===== config.mk =====
export PLATFORM = sky130hd
export DESIGN_NAME = traffic_sequencer
export DESIGN_NICKNAME = d
export VERILOG_FILES = /design/src/rtl/traffic_sequencer.sv
export SDC_FILE = /design/constraint.sdc
export NUM_CORES = 1
export LEC_CHECK = 0
export CAP_MARGIN = 10
export CORE_UTILIZATION = 54
export DETAILED_ROUTE_END_ITERATION = 7
export PLACE_DENSITY_LB_ADDON = 0.1
export RECOVER_POWER = 50
export SLEW_MARGIN = 40
export SYNTH_ARGS = -nofsm -noshare
export SYNTH_HDL_FRONTEND = slang
export SYNTH_SLANG_ARGS = --single-unit
export TNS_END_PERCENT = 1

===== constraint.sdc =====
create_clock -name clk -period 4.72 [get_ports clk]
set_clock_uncertainty 0.05 [all_clocks]
set_input_delay 1.18 -clock clk [delete_from_list [all_inputs] [get_ports clk]]
set_output_delay 1.18 -clock clk [all_outputs]
set_load 0.01 [all_outputs]

===== src/rtl/traffic_sequencer.sv =====
// Burst controller for the AXI-Stream traffic generator: sequences enable/freerun,
// marks the last beat, repeats bursts after an idle gap and counts beats/stalls.
module traffic_sequencer #(
    parameter int GAP_CYCLES = 16,
    parameter int CNT_WIDTH  = 32
) (
    input  logic                 clk,
    input  logic                 reset,
    input  logic                 start,
    input  logic                 stop,
    input  logic [CNT_WIDTH-1:0] len,
    input  logic                 repeat_en,
    input  logic                 freerun_mode,
    input  logic                 axis_tvalid,
    input  logic                 axis_tready,
    output logic                 gen_enable,
    output logic                 gen_freerun,
    output logic                 axis_tlast,
    output logic                 busy,
    output logic                 done,
    output logic                 aborted,
    output logic [CNT_WIDTH-1:0] beat_count,
    output logic [CNT_WIDTH-1:0] stall_count
);

    localparam int GW = (GAP_CYCLES > 1) ? $clog2(GAP_CYCLES) : 1;
    localparam logic [CNT_WIDTH-1:0] CNT_ONE = CNT_WIDTH'(1);
    localparam logic [GW-1:0] GAP_LOAD = GW'(GAP_CYCLES - 1);

    typedef enum logic [1:0] {IDLE, RUN, DONE, GAP} state_t;

    state_t               state;
    logic [CNT_WIDTH-1:0] len_q;
    logic                 repeat_q;
    logic                 freerun_q;
    logic [GW-1:0]        gap_cnt;

    logic beat;
    logic stall;

    assign beat       = axis_tvalid & axis_tready;
    assign stall      = axis_tvalid & ~axis_tready;
    assign axis_tlast = (state == RUN) && (beat_count == len_q - CNT_ONE);
    assign busy       = (state != IDLE);

    always_ff @(posedge clk or posedge reset) begin
        if (reset) begin
            state       <= IDLE;
            len_q       <= '0;
            repeat_q    <= 1'b0;
            freerun_q   <= 1'b0;
            gap_cnt     <= '0;
            gen_enable  <= 1'b0;
            gen_freerun <= 1'b0;
            done        <= 1'b0;
            aborted     <= 1'b0;
            beat_count  <= '0;
            stall_count <= '0;
        end else begin
            done <= 1'b0;
            case (state)
                IDLE: begin
                    if (start && len != '0) begin
                        len_q       <= len;
                        repeat_q    <= repeat_en;
                        freerun_q   <= freerun_mode;
                        beat_count  <= '0;
                        stall_count <= '0;
                        aborted     <= 1'b0;
                        gen_enable  <= 1'b1;
                        gen_freerun <= freerun_mode;
                        state       <= RUN;
                    end
                end
                RUN: begin
                    if (beat)
                        beat_count <= beat_count + CNT_ONE;
                    if (stall && stall_count != '1)
                        stall_count <= stall_count + CNT_ONE;
                    if ((beat && axis_tlast) || stop) begin
                        // A final beat landing with stop counts as a normal finish
                        if (!(beat && axis_tlast))
                            aborted <= 1'b1;
                        gen_enable  <= 1'b0;
                        gen_freerun <= 1'b0;
                        done        <= 1'b1;
                        state       <= DONE;
                    end
                end
                DONE: begin
                    if (repeat_q && !aborted && !stop) begin
                        gap_cnt <= GAP_LOAD;
                        state   <= GAP;
                    end else begin
                        state <= IDLE;
                    end
                end
                GAP: begin
                    if (stop) begin
                        state <= IDLE;
                    end else if (gap_cnt == '0) begin
                        beat_count  <= '0;
                        gen_enable  <= 1'b1;
                        gen_freerun <= freerun_q;
                        state       <= RUN;
                    end else begin
                        gap_cnt <= gap_cnt - GW'(1);
                    end
                end
                default: state <= IDLE;
            endcase
        end
    end

endmodule


Word level (Yosys, flattened, before mapping) --
Index checks and enable logic that the tools add are counted.
Storage, ports and cells: flip-flop bits (word level) 108, bits of input ports 40, output and inout bits 70
Cells by class: add/subtract/negate cells 4, eq/ne operators 15, muxes and demuxes 32, bitwise logic cells 3, reductions and logical operators 23
Operator list (number):
- $mux 32 | 5
- $pmux 32 s3 | 1
- $add 32x1->32 const B | 2
- $pmux 32 s2 | 1
- $eq 32x32->1 | 1
- $ne 32x32->1 const B | 1
- $reduce_bool 32->1 | 1
- $sub 32x1->32 const B | 1
- $ne 2x2->1 const B | 7
- $mux 1 | 12
- $mux 4 | 3
- $mux 2 | 5
- $reduce_and 5->1 | 2
- $pmux 2 s4 | 1
- $pmux 4 s2 | 1
- $reduce_and 4->1 | 2
- $logic_and 1x1->1 | 6
- $pmux 1 s3 | 2
- $reduce_and 3->1 | 2
- $reduce_bool 2->1 | 3
- $eq 2x2->1 const B | 2
- $logic_not 4->1 | 1
- $ne 2x1->1 const B | 2
- $sub 4x1->4 const B | 1
- 10 further kinds | 12

Logic depth before layout (Yosys ltp) --
depth in word-level cells 7, mapped depth 10

Least setup slack after synthesis --
No wires, ideal clock.
path type reg2out, from register len_q[0], to output axis_tlast, data arrival time 2.616 ns, required time 3.490 ns, slack 0.874 ns, stages on the path, launching flop included 10, cells stage by stage dfrtp_1 inv_1 ha_1 nor4b_2 nand2_1 nor4_1 xnor2_1 nor4_1 nand4_1 nor3_1
Between the ends: cells in the longest elaborated chain, start to end 3
Ends and longest elaborated chain:
- from (decl) | RTL line 33 | logic [CNT_WIDTH-1:0] len_q;
- from (signal assigned) | RTL line 64 | len_q <= len;
- $sub 32x1->32 | RTL line 43 | assign axis_tlast = (state == RUN) && (beat_count == len_q - CNT_ONE);
- $eq 32x32->1 | RTL line 43
- $logic_and 1x1->1 | RTL line 43
- to (decl) | RTL line 18 | output logic axis_tlast,
Every way passes these cells.

Final worst setup path --
from register len_q[8], to output axis_tlast
Same word-level chain as after synthesis.

==> summary.md <==
| Metric | Value |
|---|---|
| Most frequent cells in the layout | dfrtp_1 (108), nor2_1 (79), clkdlybuf4s50_1 (73) |
| Max-cap violations | 1 |
| CTS max path bufs | 2 |
| Die height | 109.6 um |
| CP Data Arrival Time | 3.09 ns |
| TritonCTS buffer count | 9 |
| RSZ-0062 raised after global routing | false |
| # setup viols final | 0 |
| Core footprint | about 11000 um^2 |
| # rows | 38 |
| Die Width | about 110 um |
| Fin crit period | between 4 and 5 ns |
| Worst vdd ir | approximately 0.00040 V |
| Comb pwr share | between 30% and 40% |
| DRC errors left | 0 |
| FF-to-FF Start | len_q[8] |
| Met2 Use GR | between 40% and 50% |
| Synth Warn # | 0 |
| Hold Crit Class | reg -> reg |
| Combinational family with the most area after synthesis | simple AND/OR/NAND/NOR gates |
| Post-Route WL | approximately 17000 um |
| Netlist cell types | between 50 and 60 |
| Switching Share | just under 40% |
| Total number of vias | ~5600 |
| GRT busiest layer | met2 |
| Seq cells post-synth | ~110 |
| First-pass GRT wire length | 26920 um |
| Largest fanout on the critical path | 8 |
| Setup TNS | 0 ns |
| CTS tree | yes |
| PD cells | between 400 and 500 nW/um^2 |
| Antenna Violating Nets Remaining | 0 |
| Adder-cell share of the synthesized area | less than 1% |
| Post-synthesis mux area share | under 10% |
| Leakage | roughly 3.2 nW |
| Sequential share of power | 40.8% |
| Initial antenna violation count | 0 |
| Initial DRC count | around 350 |
| Asr flop ratio synth | 100.0% |
| Number of fill cells | a little under 900 |
| R2r endpoint | aborted |
| Area growth from synthesis to layout | 27.76% |
| Layout cell share with drive strength beyond 1 | about 11% |
| Syn nets | roughly 710 |
| Starting Density | 56.43% |
| Critical path required time | around 3.5 ns |
| Fmax | 231.4 MHz |
| Power Total | approximately 0.0035 W |
| Crit. End Element | output port |
| Post-DP HPWL | 12200 um |
| Tightest Pin Transition | 2.703 ns |
| Synth Flop Type | dfrtp_1 |
| Routed wire per std cell | 18.02 um |
| Dpl ws | a little over 0.3 ns |
| NumNets Final | about 830 |
| Hold Fails Final Rpt | 0 |
| Grt met1 use | about two fifths |
| Met3 GRT Util | roughly 7.7% |
| Worst Hold Slack | between 0.4 and 0.5 ns |
| Post-Synth XOR/XNOR Area | between 10% and 20% |
| Grt ovf | 0 |
| Total GRT Usage | between 20% and 30% |
| Seq/Total Area, Yosys | between 40% and 50% |
| Hold_sp | freerun_q |
| Ant diodes | 0 |
| Synth Area in Simple Gates | between 20% and 30% |
| Status | finished with violations |
| Most common cell after layout, fill and taps aside | dfrtp_1 |
| Final Cycle Share | 91.58% |
| Pre-Repair DR Iteration Count | 4 |
| Htree depth | 3 |
| Clock sinks | ~110 |
| Synth Area in Compound Gates | ~7.6% |
| Largest net degree at the start of global routing | 70 |
| Sw Pwr | about 0.0014 W |
| Reg2Reg Depth | 9 |
| Latest clock arrival within the worst-skew pair | 0.36 ns |
| Worst Hold Depth | 1 |
| Worst setup SP type | flip-flop |
| WHS Endpoint | freerun_q |
| Failing checks | capacitance limit, slew limit |
| Slew HR | -80.39% |
| Post-synth EDFFs | 0 |
| I/O pin cnt | 110 |
| Post-CTS Hold Buffers | 0 |
| Clock power frac | around a fifth |
| Routability cong. | approximately 0.96 |
| I/O Buffers | roughly 110 |
| Number of global-route vias before repair | about 5400 |
| Final Slew Violations | 69 |
| CTS Root Cell | clkbuf_16 |
| Critical path class | reg -> out |
| Util after Layout | about 70% |
| Mapped cell area | 6251 um^2 |
| Syn avg cell area | 9.372 um^2 |
| Die footprint | between 10000 and 15000 um^2 |
| Via density | ~6 |
| Mapped Cells | about 670 |
| Clock Pin Slew Worst Setup and Hold Paths | roughly 0.070 ns |
| Cell Int Power | between 0.002 and 0.0025 W |
| Reg2reg setup slack | approximately 1.4 ns |
| Setup slack after layout | about 0.40 ns |
## through the flow
step,area [um^2],cells
final,7986,928
after floorplan,6251,667
after detailed placement,7577,910
after CTS,7888,926
after global routing,7986,928
after global placement,7575,910
## kinds of logic after synthesis
| logic type | Yosys count |
|---|---|
| xor gates and xnor gates | 93 |
| buffers and inverters | 47 |
| AOI/OAI and AO/OA | 76 |
| and+or+nand+nor | 300 |
| DFF | 108 |
| muxes | 39 |
| adders and majority gates | 4 |
## state kept, by name, indices dropped and copies added (netlist names)
register	flops
done	1
repeat_q	1
stall_count	32
len_q	32
aborted	1
state	2
gen_freerun	1
freerun_q	1
gen_enable	1
gap_cnt	4
beat_count	32
## layer usage
layer | wire, um | up-vias
li1 | - | 2610
met1 | 7258 | 2766
met2 | 8206 | 168
met3 | 998 | 22
met4 | 263 | 0
met5 | 0 | -
## final cells by class
type	instances	area (um^2)	share of cell area (%)
repair buffers	126	1251	15.67
flip-flops and latches	108	2703	33.84
inverters	26	97.59	1.222
clock inverters	5	41.29	0.5170
clock buffers	11	252.7	3.165
well taps	140	175.2	2.193
multi-input cells	512	3466	43.40
## cells in the mapped netlist, types with 2 or more instances
| master | n | share of area [%] |
|---|---|---|
| a311oi_1 | 2 | 0.28 |
| mux2_2 | 32 | 5.8 |
| nand3_1 | 26 | 2.1 |
| or3_1 | 12 | 1.2 |
| nand3b_1 | 5 | 0.60 |
| o22ai_1 | 2 | 0.20 |
| and2_1 | 7 | 0.70 |
| o2111ai_1 | 2 | 0.28 |
| nor4b_1 | 3 | 0.42 |
| and3_1 | 8 | 0.80 |
| nand4_1 | 22 | 2.2 |
| nor3b_1 | 6 | 0.72 |
| xor2_1 | 26 | 3.6 |
| xnor2_1 | 67 | 9.4 |
| a21oi_1 | 23 | 1.8 |
| o21ai_0 | 23 | 1.8 |
| clkbuf_1 | 20 | 1.2 |
| or4_1 | 3 | 0.36 |
| o21a_1 | 2 | 0.24 |
| inv_1 | 26 | 1.6 |
| nand2_1 | 44 | 2.6 |
| nor2_1 | 81 | 4.9 |
| nor3_1 | 30 | 2.4 |
| nor2b_1 | 4 | 0.40 |
| ha_1 | 4 | 0.80 |
| nor4_1 | 30 | 3.0 |
| dfrtp_1 | 108 | 43 |
| mux2i_1 | 7 | 1.1 |
| a211oi_1 | 3 | 0.36 |
| o311a_1 | 2 | 0.32 |
| a21o_1 | 2 | 0.24 |
| a31oi_1 | 6 | 0.60 |
| and4_1 | 6 | 0.84 |
| o211ai_1 | 3 | 0.36 |
| nand2b_1 | 4 | 0.40 |
## worst max-delay path, cell delays in order, from the launching register on
cell and delay (ns):
dfrtp_1 0.45, nor4_4 0.31, buf_4 0.21, nand4_4 0.17
or4_4 0.50, or4_1 0.49, o311a_1 0.21, nor3_4 0.19
dlymetal6s2s_1 0.19
## worst max path at each step
stage / cells after the start / start / slack (ns) / to
4_1_cts: 10 / len_q[0] / 0.01 / axis_tlast
3_3_place_gp: 7 / len_q[0] / 0.35 / axis_tlast
6_report: 8 / len_q[8] / 0.40 / axis_tlast
3_5_place_dp: 8 / len_q[18] / 0.31 / axis_tlast
5_1_grt: 8 / len_q[8] / 0.31 / axis_tlast
2_1_floorplan: 1 / reset / 0.64 / aborted
## what timing repair did
action,CTS,global route
pin swaps,0,2
endpoints found under the setup margin,1,1
gates resized for setup,3,11
endpoints found under the hold margin,0,0
buffers inserted,0,1
## power groups by stage
stage               clock (W)  combinational, W  sequential (W)
finish               0.000757           0.00134         0.00145
global route         0.000803           0.00146         0.00148
CTS                  0.000769           0.00130         0.00143
detailed placement          0           0.00129         0.00144
global placement            0           0.00126         0.00141
floorplan                   0          0.000961         0.00134
Power figures use the tool's default switching activity.
